$ cat src/rtl/sar_search_16bit_if.sv
// Bus between the SAR search engine and the external magnitude comparator.
interface sar_search_16bit_if #(
    parameter int unsigned WIDTH = 16
) ();
    localparam int unsigned SW = $clog2(WIDTH + 1);

    logic             start;
    logic             cmp_gt;
    logic             cmp_eq;
    logic             cmp_lt;
    logic [WIDTH-1:0] trial;
    logic             busy;
    logic             done;
    logic [WIDTH-1:0] result;
    logic [SW-1:0]    steps;
    logic             err;

    // Engine side: issues trials, consumes comparator flags.
    modport master (
        input  start, cmp_gt, cmp_eq, cmp_lt,
        output trial, busy, done, result, steps, err
    );

    // Requester/comparator side.
    modport slave (
        output start, cmp_gt, cmp_eq, cmp_lt,
        input  trial, busy, done, result, steps, err
    );
endinterface

$ cat src/rtl/sar_search_16bit.sv
// Successive-approximation search: drives MSB-first trial values into an
// external comparator and converges on the hidden target from gt/eq/lt.
module sar_search_16bit #(
    parameter int unsigned WIDTH   = 16,
    parameter int unsigned CMP_LAT = 1
) (
    input  logic               clk,
    input  logic               rst,
    sar_search_16bit_if.master bus
);
    localparam int unsigned IW = $clog2(WIDTH);
    localparam int unsigned SW = $clog2(WIDTH + 1);
    localparam int unsigned CW = (CMP_LAT > 1) ? $clog2(CMP_LAT + 1) : 1;

    typedef enum logic [1:0] {IDLE, WAIT, SAMPLE, DONE} state_t;

    // With no comparator pipeline the flags are ready the cycle after a trial.
    localparam state_t TRIAL_STATE = (CMP_LAT != 0) ? WAIT : SAMPLE;

    state_t           state_q, state_d;
    logic [WIDTH-1:0] trial_q, trial_d;
    logic [WIDTH-1:0] result_q, result_d;
    logic [IW-1:0]    idx_q, idx_d;
    logic [CW-1:0]    cnt_q, cnt_d;
    logic [SW-1:0]    steps_q, steps_d;
    logic             busy_q, busy_d;
    logic             done_q, done_d;
    logic             err_q, err_d;

    logic [WIDTH-1:0] bit_mask_c;
    logic [WIDTH-1:0] adj_trial_c;
    logic             flags_ok_c;

    // Current decision bit, trial with that bit resolved, and flag legality.
    always_comb begin
        bit_mask_c  = WIDTH'(1) << idx_q;
        adj_trial_c = bus.cmp_lt ? (trial_q & ~bit_mask_c) : trial_q;
        flags_ok_c  = $onehot({bus.cmp_gt, bus.cmp_eq, bus.cmp_lt});
    end

    // Next-state and next-output logic.
    always_comb begin
        state_d  = state_q;
        trial_d  = trial_q;
        result_d = result_q;
        idx_d    = idx_q;
        cnt_d    = cnt_q;
        steps_d  = steps_q;
        busy_d   = busy_q;
        done_d   = 1'b0;
        err_d    = err_q;

        case (state_q)
            IDLE: begin
                if (bus.start) begin
                    trial_d = {1'b1, {(WIDTH-1){1'b0}}};
                    idx_d   = IW'(WIDTH - 1);
                    steps_d = '0;
                    err_d   = 1'b0;
                    busy_d  = 1'b1;
                    cnt_d   = CW'(CMP_LAT);
                    state_d = TRIAL_STATE;
                end
            end

            WAIT: begin
                if (cnt_q == CW'(1)) begin
                    state_d = SAMPLE;
                end else begin
                    cnt_d = cnt_q - CW'(1);
                end
            end

            SAMPLE: begin
                steps_d = steps_q + SW'(1);
                if (!flags_ok_c) begin
                    err_d    = 1'b1;
                    result_d = '0;
                    busy_d   = 1'b0;
                    done_d   = 1'b1;
                    state_d  = DONE;
                end else if (bus.cmp_eq) begin
                    result_d = trial_q;
                    busy_d   = 1'b0;
                    done_d   = 1'b1;
                    state_d  = DONE;
                end else if (idx_q == '0) begin
                    result_d = adj_trial_c;
                    busy_d   = 1'b0;
                    done_d   = 1'b1;
                    state_d  = DONE;
                end else begin
                    idx_d   = idx_q - IW'(1);
                    trial_d = adj_trial_c | (bit_mask_c >> 1);
                    cnt_d   = CW'(CMP_LAT);
                    state_d = TRIAL_STATE;
                end
            end

            DONE: begin
                state_d = IDLE;
            end

            default: begin
                state_d = IDLE;
            end
        endcase
    end

    // State and output registers with synchronous reset.
    always_ff @(posedge clk) begin
        if (rst) begin
            state_q  <= IDLE;
            trial_q  <= '0;
            result_q <= '0;
            idx_q    <= '0;
            cnt_q    <= '0;
            steps_q  <= '0;
            busy_q   <= 1'b0;
            done_q   <= 1'b0;
            err_q    <= 1'b0;
        end else begin
            state_q  <= state_d;
            trial_q  <= trial_d;
            result_q <= result_d;
            idx_q    <= idx_d;
            cnt_q    <= cnt_d;
            steps_q  <= steps_d;
            busy_q   <= busy_d;
            done_q   <= done_d;
            err_q    <= err_d;
        end
    end

    assign bus.trial  = trial_q;
    assign bus.result = result_q;
    assign bus.steps  = steps_q;
    assign bus.busy   = busy_q;
    assign bus.done   = done_q;
    assign bus.err    = err_q;
endmodule

$ cat src/flat_wrapper.sv
// flat-port wrapper written by rule: the top's interface ports become plain ports
module sar_search_16bit_flat 
#(
    parameter int unsigned WIDTH   = 16,
    parameter int unsigned CMP_LAT = 1
)
  (clk, rst, bus_start, bus_cmp_gt, bus_cmp_eq, bus_cmp_lt, bus_trial, bus_busy, bus_done, bus_result, bus_steps, bus_err);
  sar_search_16bit_if #(.WIDTH(WIDTH)) bus_i ();
  input  logic clk;
  input  logic rst;
  input wire logic [$bits(bus_i.start)-1:0] bus_start;
  input wire logic [$bits(bus_i.cmp_gt)-1:0] bus_cmp_gt;
  input wire logic [$bits(bus_i.cmp_eq)-1:0] bus_cmp_eq;
  input wire logic [$bits(bus_i.cmp_lt)-1:0] bus_cmp_lt;
  output wire logic [$bits(bus_i.trial)-1:0] bus_trial;
  output wire logic [$bits(bus_i.busy)-1:0] bus_busy;
  output wire logic [$bits(bus_i.done)-1:0] bus_done;
  output wire logic [$bits(bus_i.result)-1:0] bus_result;
  output wire logic [$bits(bus_i.steps)-1:0] bus_steps;
  output wire logic [$bits(bus_i.err)-1:0] bus_err;
  assign bus_i.start = bus_start;
  assign bus_i.cmp_gt = bus_cmp_gt;
  assign bus_i.cmp_eq = bus_cmp_eq;
  assign bus_i.cmp_lt = bus_cmp_lt;
  assign bus_trial = bus_i.trial;
  assign bus_busy = bus_i.busy;
  assign bus_done = bus_i.done;
  assign bus_result = bus_i.result;
  assign bus_steps = bus_i.steps;
  assign bus_err = bus_i.err;
  sar_search_16bit #(.WIDTH(WIDTH), .CMP_LAT(CMP_LAT)) u_core (.clk(clk), .rst(rst), .bus(bus_i));
endmodule
$ cat config.mk
export PLATFORM = sky130hd
export DESIGN_NAME = sar_search_16bit_flat
export DESIGN_NICKNAME = d
export VERILOG_FILES = /design/src/rtl/sar_search_16bit_if.sv /design/src/rtl/sar_search_16bit.sv /design/src/flat_wrapper.sv
export SDC_FILE = /design/constraint.sdc
export NUM_CORES = 1
export LEC_CHECK = 0
export CELL_PAD_IN_SITES_DETAIL_PLACEMENT = 1
export CELL_PAD_IN_SITES_GLOBAL_PLACEMENT = 1
export CORE_ASPECT_RATIO = 1.75
export CORE_MARGIN = 1.5
export CORE_UTILIZATION = 42
export DETAILED_ROUTE_END_ITERATION = 8
export PLACE_DENSITY_LB_ADDON = 0.1
export SLEW_MARGIN = 10
export SYNTH_ARGS = -nofsm -noshare
export SYNTH_HDL_FRONTEND = slang
export SYNTH_SLANG_ARGS = --single-unit
export TNS_END_PERCENT = 1
$ cat constraint.sdc
create_clock -name clk -period 4.4 [get_ports clk]
set_input_delay 0.88 -clock clk [delete_from_list [all_inputs] [get_ports clk]]
set_output_delay 0.88 -clock clk [all_outputs]
set_load 0.01 [all_outputs]
==> results of run 1 <==
[metal layers]
metal / global-route usage / vias to the layer above
met2: 0.380 / 36
met4: 0.0682 / 0
met5: 0 / -
met3: 0.0281 / 6
li1: - / 976
met1: 0.268 / 970
[logic make-up after synthesis]
family / after synthesis / share of synthesized area
simple gates: 87 / 0.204
compound gates: 72 / 0.283
flops: 47 / 0.402
buf+inv: 29 / 0.0588
fa+ha+maj: 7 / 0.0406
xor+xnor: 3 / 0.0112
[power by group]
part | internal, mW | leakage (nW) | switching, mW | total, mW
Sequential | 0.435 | 0.381 | 0.0154 | 0.451
Combinational | 0.0523 | 0.653 | 0.0903 | 0.143
Clock | 0.124 | 0.0470 | 0.147 | 0.271
[state kept, by name (all words and copies together) (netlist names)]
name,cells
u_core.cnt_q,1
u_core.bus.result,16
u_core.bus.done,1
u_core.bus.steps,5
u_core.bus.busy,1
u_core.state_q,2
u_core.bus.err,1
u_core.bus.trial,16
u_core.idx_q,4
[path summary, 6_finish.rpt]
kind,slack (ns),startpoint,to
setup / recovery,1.29,bus_cmp_eq,u_core.bus.result[1]
hold / removal,0.48,u_core.bus.err,u_core.bus.err
setup reg to reg,1.66,u_core.idx_q[0],u_core.bus.result[1]
hold reg to reg,0.48,u_core.bus.err,u_core.bus.err
[layout by cell type, fill, tap and decap left out, types with 2 or more instances in the layout]
master / n
and2_1: 6
nand3b_1: 2
a21oi_1: 8
xor2_1: 3
inv_1: 5
clkbuf_8: 6
nand4_1: 2
nand2b_1: 2
nor3_1: 2
nand2_1: 19
o2bb2ai_1: 5
and3_1: 2
o21bai_1: 2
nand3_1: 13
o2bb2ai_2: 10
a211oi_1: 3
a22oi_1: 13
a41o_1: 16
clkdlybuf4s50_1: 45
a311oi_1: 3
nor2_1: 13
dfxtp_1: 47
buf_4: 5
ha_1: 6
nor3b_1: 17
o21ai_0: 2
nor2b_1: 5
[Yosys cell counts (2+ instances only)]
| cell type | n | share of area |
|---|---|---|
| a211oi_1 | 3 | 0.0096 |
| nand3b_1 | 2 | 0.0064 |
| nor2b_1 | 5 | 0.013 |
| a22oi_1 | 13 | 0.042 |
| a311oi_1 | 3 | 0.011 |
| buf_2 | 5 | 0.011 |
| buf_4 | 2 | 0.0064 |
| o2bb2ai_1 | 5 | 0.019 |
| a21oi_1 | 8 | 0.017 |
| a41o_1 | 16 | 0.068 |
| nor3b_1 | 17 | 0.055 |
| o2bb2ai_2 | 10 | 0.064 |
| clkbuf_1 | 14 | 0.022 |
| nand2b_1 | 2 | 0.0053 |
| o21bai_1 | 2 | 0.0064 |
| and2_1 | 6 | 0.016 |
| and3_1 | 2 | 0.0053 |
| dfxtp_1 | 47 | 0.40 |
| nand4_1 | 2 | 0.0053 |
| ha_1 | 6 | 0.032 |
| nand3_1 | 13 | 0.028 |
| xor2_1 | 3 | 0.011 |
| nor2_1 | 13 | 0.021 |
| buf_6 | 2 | 0.0096 |
| o21ai_0 | 2 | 0.0043 |
| inv_1 | 5 | 0.0080 |
| nor3_1 | 2 | 0.0043 |
| nand2_1 | 19 | 0.030 |
[stage by stage]
step	total power, mW	instances	cell area [µm²]
6_report	0.864	352	2890
5_1_grt	0.902	352	2890
2_1_floorplan	0.564	245	2340
3_5_place_dp	0.603	345	2800
3_3_place_gp	0.600	345	2800
4_1_cts	0.871	352	2890
[final cells by class]
| type | count | area (µm²) |
|---|---|---|
| clock buffer | 6 | 82.6 |
| timing repair buffer | 50 | 488 |
| inverter | 5 | 18.8 |
| tap | 74 | 92.6 |
| clock inverter | 1 | 5.00 |
| multi-input combinational | 169 | 1260 |
| fill | 598 | 2410 |
| sequential | 47 | 941 |
[worst register-to-register path: cells and delay by family (launching register included)]
| kind | cells | cell delay, ns |
|---|---|---|
| buffers and inverters | 2 | 0.48 |
| AO/OA/AOI/OAI | 2 | 0.87 |
| adder cells (fa/ha/maj) | 1 | 0.40 |
| flip-flops | 1 | 0.35 |
| AND/OR/NAND/NOR | 2 | 0.53 |
==> results_dict.tcl, run 1 <==
set metrics [dict create \
    firstDrtPassIters 4 \
    cp.depth 7 \
    coreArea_um2 5300 \
    via_per_inst 5.65 \
    status "complete, no violations" \
    dieArea_um2 6050 \
    wl_met3_um 161 \
    syn_avg_cell_area_um2 9.55 \
    utilization 0.545 \
    min_path_cells 2 \
    drt_iter0_drc 57 \
    ctsLongestPathBuffers 2 \
    vias 1988 \
    cts_root_buffer "clkbuf_8" \
    hpwl_um 4300 \
    crit_path_top_delay_cell "a21boi_2" \
    p_leak_nw 1.08 \
    postCtsHoldBufs 0 \
    cts_resized 0 \
    synth_edf_count 0 \
    route.met2.wl_um 3260 \
    fmax_mhz 321 \
    grt_pass1_vias 1930 \
    top_layer "met4" \
    drtAntennaViolNets 0 \
    ios 46 \
    area_growth_pct 23.5 \
    rsz0062_at_grt "no" \
    finalSetupViolCount 0 \
    rows 35 \
    syn_nets 258 \
    hold_class "reg -> reg" \
    post_cts_buffers 0 \
    max_slew_margin 0.459 \
    fin_crit_ns 3.11 \
    cpPeakStageDelay_ns 0.64 \
    route.detailed.wl_per_inst_um 17.6 \
    ir_drop_uv 152 \
    drc_errors 0 \
    synth_seq_cells 47 \
    grt_use_total 0.217 \
    grt_first_pass_wirelength_um 9880 \
    start_util 0.442 \
    numCtsBuffers 5 \
    r2r_cells 7 \
    fin_skew_ns 0.00630 \
    hold_viol_final 0 \
    synth_cell_type_count 44 \
    nNetsFinal 291 \
    cp-end-kind "flop" \
    numClockSinks 47 \
    port_buffers 45 \
    synth_cells 245 \
    maxCapViolations 0 \
    die-height_um 102 \
    async_flop_share 0 \
    die_w_um 59.4 \
    yosys_warnings 0 \
    fin_setup_tns_ns 0 \
    crit_arrival_ns 3.31 \
    start_kind "primary input" \
    whs_ns 0.479 \
    htree_levels 2 \
    worst_slew_pin_slew_ns 0.807 \
    pre_cts_ws_ns 0.969 \
    slew_violations 0 \
    gp_congestion 0.729 \
    wl_met1_um 2690 \
    clk_pin_slew_ns 0.08 \
    yosysSeqAreaShare 0.402 \
    path_buf_inv 2 \
    fin_ws_ns 1.29 \
    clock_latency_ns 0.31 \
    path_cells "clkdlybuf4s50_1 > fa_1 > nor3b_1 > a21boi_2 > buf_4 > nor3b_1 > a41o_1" \
    routed_wl_um 6200 \
    antenna_found_initial 0 \
    antennaDiodeCount 0 \
    synth-main-ff-cell "dfxtp_1" \
    cts_tree "built" \
    cp_common_cell "nor3b_1" \
    netlist_area_um2 2340 \
    required_ns 4.60 \
    path_delay_family "buffers and inverters" \
    path_max_fanout 19 \
    min_period_over_period 0.707 \
    grt_max_degree 23 \
    crit_type "in -> reg" \
    drive_gt1_frac 0.104 \
    grt_remaining_overflow 0 \
    cellPowerDensity_nw_per_um2 299 \
]
(Power assumes the default switching activity.)
==> run 2, diff against run 1 <==
--- a/config.mk
+++ b/config.mk
@@ -9,7 +9,7 @@
 export CELL_PAD_IN_SITES_GLOBAL_PLACEMENT = 1
 export CORE_ASPECT_RATIO = 1.75
 export CORE_MARGIN = 1.5
-export CORE_UTILIZATION = 42
+export CORE_UTILIZATION = 35
 export DETAILED_ROUTE_END_ITERATION = 8
 export PLACE_DENSITY_LB_ADDON = 0.1
 export SLEW_MARGIN = 10
==> constraint.sdc (replaced) <==
create_clock -name clk -period 2.8 [get_ports clk]
set_input_delay 0.56 -clock clk [delete_from_list [all_inputs] [get_ports clk]]
set_output_delay 0.56 -clock clk [all_outputs]
set_load 0.01 [all_outputs]
==> results_dict.tcl, run 2 (synthesized netlist as in run 1, its figures left out) <==
set metrics [dict create \
    status "complete, no violations" \
    p_int_mw 1.19 \
    p_seq_frac 0.441 \
    path_max_fanout 15 \
    cp-end-kind "flop" \
    maxCapViolations 0 \
    fin_area_um2 3050 \
    antennaDiodeCount 0 \
    holdPathEnd "u_core.bus.err" \
    start_kind "primary input" \
    firstDrtPassIters 4 \
    ctsLongestPathBuffers 2 \
    p_leak_nw 1.15 \
    placed_cells 359 \
    required_ns 3.02 \
    whs_ns 0.479 \
    cts_tree "built" \
    path_cells "clkdlybuf4s50_1 > fa_1 > nor3b_1 > buf_4 > and2_1 > nand3b_1 > buf_12 > o2bb2ai_1" \
    area_growth_pct 30.5 \
    coreArea_um2 6490 \
    power.share.switching 0.258 \
    cellPowerDensity_nw_per_um2 527 \
    fin_ws_ns 0.304 \
    power.switching_mw 0.415 \
    start_util 0.361 \
    drtAntennaViolNets 0 \
    die_w_um 64.8 \
    drc_errors 0 \
    slew_violations 0 \
    pre_cts_ws_ns 0.0194 \
    ir_drop_uv 419 \
    crit_arrival_ns 2.71 \
    p_total_mw 1.61 \
    die-height_um 111 \
    fin_crit_ns 2.50 \
    crit_path_top_delay_cell "fa_1" \
    port_buffers 45 \
    cts_resized 0 \
    max_slew_margin 0.532 \
    drive_gt1_frac 0.120 \
    finalNonFillerCells 366 \
    clkPwrFrac 0.412 \
    via_per_inst 5.55 \
    final_common_cell "dfxtp_1" \
    clock_latency_ns 0.29 \
    layout_common_cells "dfxtp_1, clkdlybuf4s50_1, nand2_1" \
    hold_viol_final 0 \
    routed_wl_um 6640 \
    worst_slew_pin_slew_ns 0.701 \
    numCtsBuffers 5 \
    cpPeakStageDelay_ns 0.57 \
    placed_area_um2 2890 \
    grt_use_total 0.196 \
    fmax_mhz 401 \
    clk_pin_slew_ns 0.06 \
    rrSetupSlack_ns 0.66 \
    route.detailed.wl_per_inst_um 18.1 \
    rsz0062_at_grt "no" \
    fin_skew_ns 0.00275 \
    cts_root_buffer "clkbuf_16" \
    utilization 0.470 \
    gp_congestion 0.745 \
    postCtsHoldBufs 0 \
    min_period_over_period 0.891 \
    drt_iter0_drc 43 \
    dieArea_um2 7200 \
    htree_levels 2 \
    grt_pass1_vias 2111 \
    r2r_cells 7 \
    timing.rr.start "u_core.idx_q[0]" \
    crit_type "in -> reg" \
    grt_remaining_overflow 0 \
    nNetsFinal 297 \
    post_cts_buffers 0 \
    finalSetupViolCount 0 \
    hpwl_um 4700 \
    antenna_found_initial 0 \
    hold_start "u_core.bus.err" \
    fin_setup_tns_ns 0 \
    reg2reg_to "u_core.bus.trial[12]" \
    hold_class "reg -> reg" \
    rows 39 \
    vias 2033 \
    grt_max_degree 25 \
    min_path_cells 2 \
    comb_power_share 0.147 \
    ios 46 \
    numClockSinks 47 \
    grt_first_pass_wirelength_um 11000 \
]
-- run 2: cell types whose count changed in the layout (fill, tap and decap cells not counted), sizes merged --
cell,previous run,this run
bufinv,0,1
clkinv,1,0
buf,5,11
-- run 2: area by class of cell --
type                       count  area (µm²)
inverter                       5        18.8
fill                         740        3440
sequential                    47         941
timing repair buffer          56         571
clock inverter                 1        30.0
multi-input combinational    169        1260
tap                           82         103
clock buffer                   6         129
-- run 2: worst max-delay path by stage --
stage	startpoint	endpoint	slack, ns	depth (start not counted)
after floorplan	bus_cmp_lt	u_core.bus.trial[1]	0.59	6
after global placement	bus_cmp_lt	u_core.bus.trial[1]	0.07	8
after detailed placement	bus_cmp_lt	u_core.bus.trial[12]	0.02	8
after CTS	bus_cmp_lt	u_core.bus.trial[12]	0.31	8
after global routing	bus_cmp_lt	u_core.bus.trial[12]	0.18	8
final	bus_cmp_lt	u_core.bus.trial[12]	0.30	8
-- run 2: worst max-delay path: cells and delay by family --
kind | cells | cell delay (ns)
AOI/OAI and AO/OA | 1 | 0.15
buffers and inverters | 3 | 0.86
and+or+nand+nor | 3 | 0.57
adders and majority gates | 1 | 0.57
-- run 2: layer usage --
layer  vias to the layer above  part of all wire  track usage  wire length (µm)
met2                        32              0.54        0.351              3610
met1                      1007              0.41        0.229              2740
li1                        987                 -            -                 -
met5                         -                 0            0                 0
met4                         0             0.013       0.0667                88
met3                         7             0.029       0.0345               195
-- run 2: power by group through the flow --
| stage | sequential [mW] | combinational, mW | clock [mW] |
|---|---|---|---|
| final | 0.710 | 0.236 | 0.664 |
| after global routing | 0.712 | 0.263 | 0.710 |
| after CTS | 0.709 | 0.241 | 0.687 |
| after detailed placement | 0.724 | 0.240 | 0 |
| after global placement | 0.724 | 0.238 | 0 |
| after floorplan | 0.713 | 0.172 | 0 |
==> edit: new RTL, flow settings as in run 2 <==
`result_q` no longer has a reset.
--- a/src/rtl/sar_search_16bit.sv
+++ b/src/rtl/sar_search_16bit.sv
@@ -113,5 +113,4 @@
             state_q  <= IDLE;
             trial_q  <= '0;
-            result_q <= '0;
             idx_q    <= '0;
             cnt_q    <= '0;
@@ -123,5 +122,4 @@
             state_q  <= state_d;
             trial_q  <= trial_d;
-            result_q <= result_d;
             idx_q    <= idx_d;
             cnt_q    <= cnt_d;
@@ -131,4 +129,8 @@
             err_q    <= err_d;
         end
+    end
+
+    always_ff @(posedge clk) begin
+        result_q <= result_d;
     end
 
Check against the original RTL: differs if rst is asserted again (counterexample within 4 cycles, from zero or initial values and one cycle with rst high); with rst held inactive, the same outputs for 10 cycles.
==> edit against run 2 <==
Power decreased by 8.6%; combinational power increased by 14%; register-to-register slack improved by 0.18 ns; setup slack got worse by 0.12 ns; synthesized cell count increased by 1.2%; clock power decreased by 33%; via count increased by 0.79%; routed wire length decreased by 3.7%; hold slack improved by 0.0062 ns; final area decreased by 1.6%; critical path depth decreased by 1; sequential cell count unchanged; area after synthesis decreased by 3.3%; critical path type unchanged.
==> edit: results (changes against run 2) <==
INFO  metric worst_path_arrival = 2.82 ns (+0.11 ns)
INFO  metric seq_area_frac_synth = 48.7% (+8.5 points)
INFO  metric total_leakage_power = 1.13 nW (-2.3%)
INFO  metric synth_fp_nets = 261 (+1.2%)
INFO  metric regToRegStartpoint = u_core.state_q[1]
INFO  metric p_int = 1.04 mW (-13%)
INFO  metric hold_path.startpoint = u_core.bus.trial[10]
INFO  metric wl = 6390 um (-3.7%)
INFO  metric root_buffer = sky130_fd_sc_hd__clkbuf_8
INFO  metric ff2ff_setup_slack = 0.84 ns (+0.18 ns)
INFO  metric first_global_vias = 2163 (+2.5%)
INFO  metric drt_first_iter_violations = 81 (+88%)
INFO  metric synth.top_cells.by_area = sky130_fd_sc_hd__dfxtp_1 (27%), sky130_fd_sc_hd__edfxtp_1 (21%), sky130_fd_sc_hd__nand2_1 (6.0%)
INFO  metric outcome = complete, no violations
INFO  metric tightest_slew = 0.707 ns (+0.00600 ns)
INFO  metric hold_path_end = u_core.bus.trial[10]
INFO  metric wire_length_of_the_first_global_routing_pass = 10600 um (-4.2%)
INFO  metric detailedPlacementHpwl = 5000 um (+6.3%)
INFO  metric critical_path.reg2reg.endpoint = u_core.bus.trial[7]
INFO  metric rr_worst_depth = 4 (-3)
INFO  metric postPlaceCellArea = 2910 um2 (+0.43%)
INFO  metric synth_common_cells = sky130_fd_sc_hd__nand2_1 (36), sky130_fd_sc_hd__dfxtp_1 (31), sky130_fd_sc_hd__a21oi_1 (24)
INFO  metric netlist-cell-type-count = 45 (+2.3%)
INFO  metric crit_path_max_fanout = 8 (-7)
INFO  metric fill_cells = 737 (-0.41%)
INFO  metric count_of_flip_flops_with_a_built_in_enable_after_synthesis = 16 (+16)
INFO  metric num_vias = 2049 (+0.79%)
INFO  metric final_nets = 316 (+6.4%)
## edit: cell count changes after synthesis, sizes merged, moves of 12 or more
cell and delta:
o21ai +14, nand2 +17, dfxtp -16, o2bb2ai -15
a41o -16, a22oi -12, nor3b -15, a21oi +15
edfxtp +16
## edit: per-stage QoR
stage	instances	setup slack [ns]	total power [mW]	hold slack (ns)
finish	384	0.189	1.47	0.485
global route	384	0.115	1.54	0.513
CTS	384	0.192	1.49	0.487
detailed placement	376	-0.134	1.05	0.473
global placement	376	-0.0696	1.04	0.466
floorplan	248	0.361	0.921	0.451
## edit: critical path: cells and delay by family
family | cells | cell delay [ns]
AND/OR/NAND/NOR | 1 | 0.45
adder cells (fa/ha/maj) | 1 | 0.57
AO/OA/AOI/OAI | 3 | 0.60
buffers and inverters | 2 | 0.64
## edit: cell families (layout without fill, tap and decap cells)
group           Yosys count  count (layout)  synth area share, %
simple gates             95              95                 21.7
xor+xnor                  3               3                 1.16
buf+inv                  25              81                 4.70
flops                    47              47                 48.7
compound gates           71              71                 19.5
fa+ha+maj                 7               7                 4.20
## edit: layout make-up
type / count / area [um2] / area share [%]
well taps: 80 / 100 / 3.33
multi-input cells: 176 / 1050 / 35.1
flip-flops and latches: 47 / 1100 / 36.6
inverters: 6 / 22.5 / 0.749
repair buffers: 67 / 628 / 20.9
clock buffers: 6 / 82.6 / 2.75
clock inverters: 2 / 16.3 / 0.541
## edit: per-layer routing
layer,global-route usage (%),wire (um),vias to the layer above
met5,0,0,-
met4,6.52,107,0
met3,2.25,171,8
met2,38.9,3660,50
met1,21.0,2460,989
li1,-,-,1002
## edit: how the worst max path moves through the flow
stage	from	end	cells after the start
CTS	bus_cmp_lt	u_core.idx_q[3]	7
finish	bus_cmp_lt	u_core.idx_q[3]	7
global placement	bus_cmp_lt	u_core.bus.trial[8]	8
detailed placement	bus_cmp_lt	u_core.bus.trial[8]	8
floorplan	bus_cmp_lt	u_core.bus.result[0]	4
global route	bus_cmp_lt	u_core.idx_q[1]	7
## edit: power groups by stage
stage / sequential [mW] / combinational [mW] / clock (mW)
floorplan: 0.765 / 0.156 / 0
global placement: 0.774 / 0.270 / 0
detailed placement: 0.775 / 0.273 / 0
CTS: 0.760 / 0.274 / 0.452
global route: 0.764 / 0.296 / 0.478
finish: 0.759 / 0.270 / 0.442
